**src/rtl/shifter_pkg.sv**
```systemverilog
// Purpose: shared constants and pipeline payload type for the barrel-shifter front end.
// Latency: n/a (declarations only).
// Backpressure: n/a.
package shifter_pkg;

  localparam int DATA_W  = 4;
  localparam int SHAMT_W = 2;

  // Payload carried by both pipeline stages: the untouched word, its
  // normalising shift amount and the all-zero flag.
  typedef struct packed {
    logic [DATA_W-1:0]  data;
    logic [SHAMT_W-1:0] shamt;
    logic               zero;
  } norm_pay_t;

endpackage

```
**src/rtl/norm_lzc4.sv**
```systemverilog
// Purpose: 4-bit leading-zero encoder giving the left shift that moves the leading one to bit 3.
// Latency: combinational.
// Backpressure: none (pure function of data).
// Ports:
//   data  - word to encode
//   shamt - number of leading zeros (0 when the word is all zero)
//   zero  - word is 4'b0000
module norm_lzc4
  import shifter_pkg::*;
(
  input  logic [DATA_W-1:0]  data,
  output logic [SHAMT_W-1:0] shamt,
  output logic               zero
);

  always_comb begin
    shamt = '0;
    zero  = 1'b0;
    casez (data)
      4'b1???: shamt = 2'd0;
      4'b01??: shamt = 2'd1;
      4'b001?: shamt = 2'd2;
      4'b0001: shamt = 2'd3;
      default: begin
        // All-zero word: nothing to normalise, flag it instead.
        shamt = 2'd0;
        zero  = 1'b1;
      end
    endcase
  end

endmodule

```
**src/rtl/norm_shamt_gen.sv**
```systemverilog
// Purpose: accept 4-bit words, attach the normalising shift amount and zero flag, count normalised words.
// Latency: 2 register stages (accepted at edge N, out_valid after edge N+1); 1 word/cycle throughput.
// Backpressure: valid/ready; holds up to 2 words under stall, in_ready = s1 able to advance.
// Ports:
//   clk, rst            - clock, async active-high reset
//   in_valid/in_ready   - upstream handshake, in_data word
//   out_valid/out_ready - downstream handshake, out_a/out_shamt/out_zero payload
//   cnt_clr             - synchronous clear of norm_count (wins over increment)
//   norm_count          - saturating count of delivered words needing a non-zero shift
module norm_shamt_gen
  import shifter_pkg::*;
#(
  parameter int CNT_W = 8
) (
  input  logic               clk,
  input  logic               rst,
  input  logic               in_valid,
  output logic               in_ready,
  input  logic [DATA_W-1:0]  in_data,
  output logic               out_valid,
  input  logic               out_ready,
  output logic [DATA_W-1:0]  out_a,
  output logic [SHAMT_W-1:0] out_shamt,
  output logic               out_zero,
  input  logic               cnt_clr,
  output logic [CNT_W-1:0]   norm_count
);

  localparam logic [CNT_W-1:0] CNT_MAX = '1;

  norm_pay_t enc_pay;
  norm_pay_t s1_pay;
  norm_pay_t s2_pay;
  logic      s1_valid;
  logic      s2_valid;
  logic      s1_adv;
  logic      s2_adv;
  logic      out_xfer;

  norm_lzc4 u_lzc (
    .data  (in_data),
    .shamt (enc_pay.shamt),
    .zero  (enc_pay.zero)
  );
  assign enc_pay.data = in_data;

  // A stage may load when it is empty or its contents move on this edge.
  // Neither term looks at in_valid, so in_ready depends only on state and out_ready.
  assign s2_adv   = !s2_valid || out_ready;
  assign s1_adv   = !s1_valid || s2_adv;
  assign in_ready = s1_adv;

  always_ff @(posedge clk or posedge rst) begin
    if (rst) begin
      s1_valid <= 1'b0;
      s1_pay   <= '0;
    end else if (s1_adv) begin
      s1_valid <= in_valid;
      if (in_valid) begin
        s1_pay <= enc_pay;
      end
    end
  end

  // S2 only reloads with a real word, so the output payload stays put
  // while the stage is stalled or empty.
  always_ff @(posedge clk or posedge rst) begin
    if (rst) begin
      s2_valid <= 1'b0;
      s2_pay   <= '0;
    end else if (s2_adv) begin
      s2_valid <= s1_valid;
      if (s1_valid) begin
        s2_pay <= s1_pay;
      end
    end
  end

  assign out_valid = s2_valid;
  assign out_a     = s2_pay.data;
  assign out_shamt = s2_pay.shamt;
  assign out_zero  = s2_pay.zero;

  assign out_xfer = out_valid && out_ready;

  always_ff @(posedge clk or posedge rst) begin
    if (rst) begin
      norm_count <= '0;
    end else if (cnt_clr) begin
      norm_count <= '0;
    end else if (out_xfer && (s2_pay.shamt != '0) && !s2_pay.zero && (norm_count != CNT_MAX)) begin
      norm_count <= norm_count + 1'b1;
    end
  end

endmodule

```
**config.mk**
```make
export PLATFORM = sky130hd
export DESIGN_NAME = norm_shamt_gen
export DESIGN_NICKNAME = d
export VERILOG_FILES = /design/src/rtl/shifter_pkg.sv /design/src/rtl/norm_lzc4.sv /design/src/rtl/norm_shamt_gen.sv
export SDC_FILE = /design/constraint.sdc
export NUM_CORES = 1
export LEC_CHECK = 0
export ABC_AREA = 0
export BUFFER_PORTS_ARGS = -buffer_cell sky130_fd_sc_hd__buf_2
export CAP_MARGIN = 20
export CORE_MARGIN = 2
export CORE_UTILIZATION = 36
export CTS_CLUSTER_DIAMETER = 50
export DETAILED_ROUTE_END_ITERATION = 10
export PLACE_DENSITY = 0.69
export SLEW_MARGIN = 15
export SYNTH_ARGS = -nofsm -noshare
export SYNTH_HDL_FRONTEND = slang
export SYNTH_SLANG_ARGS = --single-unit
```
**constraint.sdc**
```tcl
create_clock -name clk -period 1.85 [get_ports clk]
set_clock_uncertainty 0.1 [all_clocks]
set_input_delay 0.0925 -clock clk [delete_from_list [all_inputs] [get_ports clk]]
set_output_delay 0.0925 -clock clk [all_outputs]
set_load 0.1 [all_outputs]
```
==> flow_summary_export.csv <==
group,metric,value,unit
run_status,status,"completed",
clock_network,cts-resized-gates,0,
floorplan,placementRows,20,
clock_network,post-cts-setup-buffer-count,0,
drt,post-route-drc-count,0,
timing,hold_viol,0,
floorplan,pin_count,26,
timing,timing_max_transition_violations_final,0,
yosys,netlist_area,1104,um^2
timing,worst_hold_slack,0.2525,ns
drt,post_drt_wl_per_cell,13.34,um
yosys,ys_seq_elements,24,
yosys,synth.area.top_cells,"dfrtp_1, mux2_2, nand2_1, a21oi_1, o31ai_1",
clock_network,clock_sinks,24,
drt,dr_vias_cell,5.301,
pwr,p_int,0.8171,mW
grt,grt_usage,13.87,%
grt,via_count_of_the_first_global_routing_pass,824,
place,placement.io_buffers,25,
layout,seq_area,628.1,um^2
grt,grt_start_max_net_pins,25,
place,dp.final_hpwl,1.584,mm
worst_setup_path,r2r_start,"norm_count[1]$_DFFE_PP0P_",
layout,layout.cells.non_filler,166,
yosys,synth.lib_cells_used.distinct,28,
pwr,clock_power_share,19.8,%
timing,timing.setup.tns,0,ns
pwr,post-layout-total-power,1.403,mW
pwr,seq_power_share,45.0,%
place,place_inst,154,
timing,relSlewSlack,64.13,%
clock_network,buffer_type_at_the_clock_tree_root,"clkbuf_4",
layout,layout-area-overhead-vs-synth,31.63,%
pwr,netSwitchingPower,0.5861,mW
drt,detailedRoute.firstIterationViolations,44,
drt,routed-via-count,880,
yosys,netlist_instances,98,
yosys,async_reset_ff_share,100.0,%
worst_setup_path,maximum_fanout_count_along_the_critical_path,5,
layout,stdcell_area,1453,um^2
yosys,ys_dominant_reg_cell,"dfrtp_1",
floorplan,dieHeight,59.37,um
floorplan,design.die.area,3524,um^2
clock_network,cts-htree-levels,1,
grt,antenna_violations_before_repair,0,
timing,post-route-worst-setup-slack,0.07658,ns
layout,final_nets,144,
timing,rsz0062_at_grt,"false",
yosys,postSynthAreaPerCell,11.26,um^2
timing,finalSetupViolations,0,
floorplan,die_w,59.37,um
pwr,swShare,41.77,%
yosys,synth-warning-count,0,
layout,layout.filler_cells,270,
clock_network,cts.clk_slew.worst_paths,0.13,ns
worst_setup_path,worst_setup_path_end_kind,"flip-flop",
clock_network,holdBufCountCts,8,
clock_network,cts_made_buffers,3,
pwr,peakVddDrop,0.6308,mV
drt,drt.antenna.violating_nets,0,
grt,globalRoute.totalOverflow,0,
place,detailedPlace.worstSlack,0.09690,ns
pwr,power.share.combinational,35.2,%
worst_setup_path,rr_endpoint,"norm_count[2]$_DFFE_PP0P_",
place,gp_congestion,0.8903,
floorplan,fp.coreArea,2978,um^2
timing,worstMarginPinSlew,0.5380,ns
yosys,synth.top_cell.area_share,54.42,%
floorplan,floorplan.initialDensity,37.06,%
layout,share_of_cells_above_drive_strength_1,45.86,%
timing,fmax,0.5639,GHz
worst_setup_path,worst-r2r-cell-count,5,
place,post_dp_cell_area,1336,um^2
yosys,synth.largest_area_cell,"dfrtp_1",
drt,wirelength,2.215,mm
hold_path,hold_class,"in2async",
yosys,synthesis.nets,108,
worst_setup_path,worst_setup_path_startpoint,"norm_count[1]$_DFFE_PP0P_",
clock_network,cts-root-to-sink-buffers,2,
timing,layout_worst_path_cycle_share,95.86,%
worst_setup_path,critical_path_required,1.96,ns
grt,grt_pass1_wl,3.767,mm
worst_setup_path,criticalPathCategory,"reg2reg",
timing,period_needed,1.773,ns
layout,layout.core_utilization,48.78,%
pwr,power.leakage,0.6337,nW
clock_network,clock_latency,0.31,ns
drt,dr.pass1.iters,4,
clock_network,tritoncts_clock_tree,"done",
pwr,power_per_cell_area,966.0,nW/um^2
worst_setup_path,start_kind,"flip-flop",
worst_setup_path,critPathArrivalTime,1.89,ns
yosys,seq_area_frac_synth,54.42,%
layout,antenna_cells_inserted,0,
worst_setup_path,regToRegSetupSlack,0.08,ns
run,timing.max_cap.violations,0,
yosys,synth-edff-count,0,
layout,multiInputGateArea,515.5,um^2
-- cell type report --
type	instances	share of cell area (%)
Timing Repair Buffer	34	14.64
Multi-Input combinational cell	66	35.49
Tap cell	33	2.842
Clock buffer	4	2.498
Sequential cell	24	43.24
Inverter	5	1.292
-- worst max path at each step --
stage / to / cells past startpoint
final: norm_count[2]$_DFFE_PP0P_ / 5
after floorplan: s1_pay[5]$_DFFE_PP0P_ / 4
after global routing: norm_count[2]$_DFFE_PP0P_ / 5
after global placement: norm_count[2]$_DFFE_PP0P_ / 5
after CTS: norm_count[2]$_DFFE_PP0P_ / 5
after detailed placement: norm_count[2]$_DFFE_PP0P_ / 5
-- cells in the mapped netlist (2+ instances only) --
library cell / number
o31ai_1: 4
inv_1: 5
nand2b_1: 2
or4_1: 4
nand2_1: 10
nor2_1: 4
dfrtp_1: 24
nand3_1: 4
a21oi_1: 7
o21ai_0: 4
buf_2: 2
o41ai_1: 2
mux2_2: 11
-- layout by cell type, fill, tap and decap left out, types with 4 or more instances in the layout --
cell,instances
a21oi_1,7
buf_2,25
dfrtp_1,12
dfrtp_2,7
dfrtp_4,5
dlygate4sd3_1,8
inv_1,5
mux2_2,7
mux2_4,4
nand2_1,9
o21ai_0,4
o31ai_1,4
or4_1,4
-- registers in the layout, summed over array words and instances (netlist names) --
register    count
s1_valid        1
out_shamt       2
s1_pay          7
out_valid       1
out_zero        1
out_a           4
norm_count      8
-- power by group through the flow --
stage / clock [mW] / combinational [mW] / sequential, mW
2_1_floorplan: 0 / 0.127 / 0.918
3_3_place_gp: 0 / 0.481 / 0.639
3_5_place_dp: 0 / 0.483 / 0.643
4_1_cts: 0.288 / 0.497 / 0.632
5_1_grt: 0.308 / 0.516 / 0.640
6_report: 0.277 / 0.494 / 0.632
-- worst max-delay path, cell delays in order (launching register included) --
cell,delay (ns)
dfrtp_4,0.49
ha_4,0.16
nand4_1,0.24
or2_4,0.32
nand3_2,0.07
mux2_4,0.29
-- layer usage --
layer  vias to the layer above  global-route usage [%]  part of all wire, %
met5                         -                       0                    0
met4                         0                   4.870                    0
met3                         0                   1.965                  3.4
met2                        22                   23.08                   51
met1                       433                   18.36                   46
li1                        425                       -                    -
-- cells by family after synthesis --
family                     after synthesis  share of synthesized area [%]
and+or+nand+nor                         34                          17.80
muxes                                   11                          11.22
adders and majority gates                1                          1.134
DFF                                     24                          54.42
AOI/OAI and AO/OA                       20                          12.47
buffers and inverters                    8                          2.948
No activity file was read; power rests on OpenSTA's default activity.
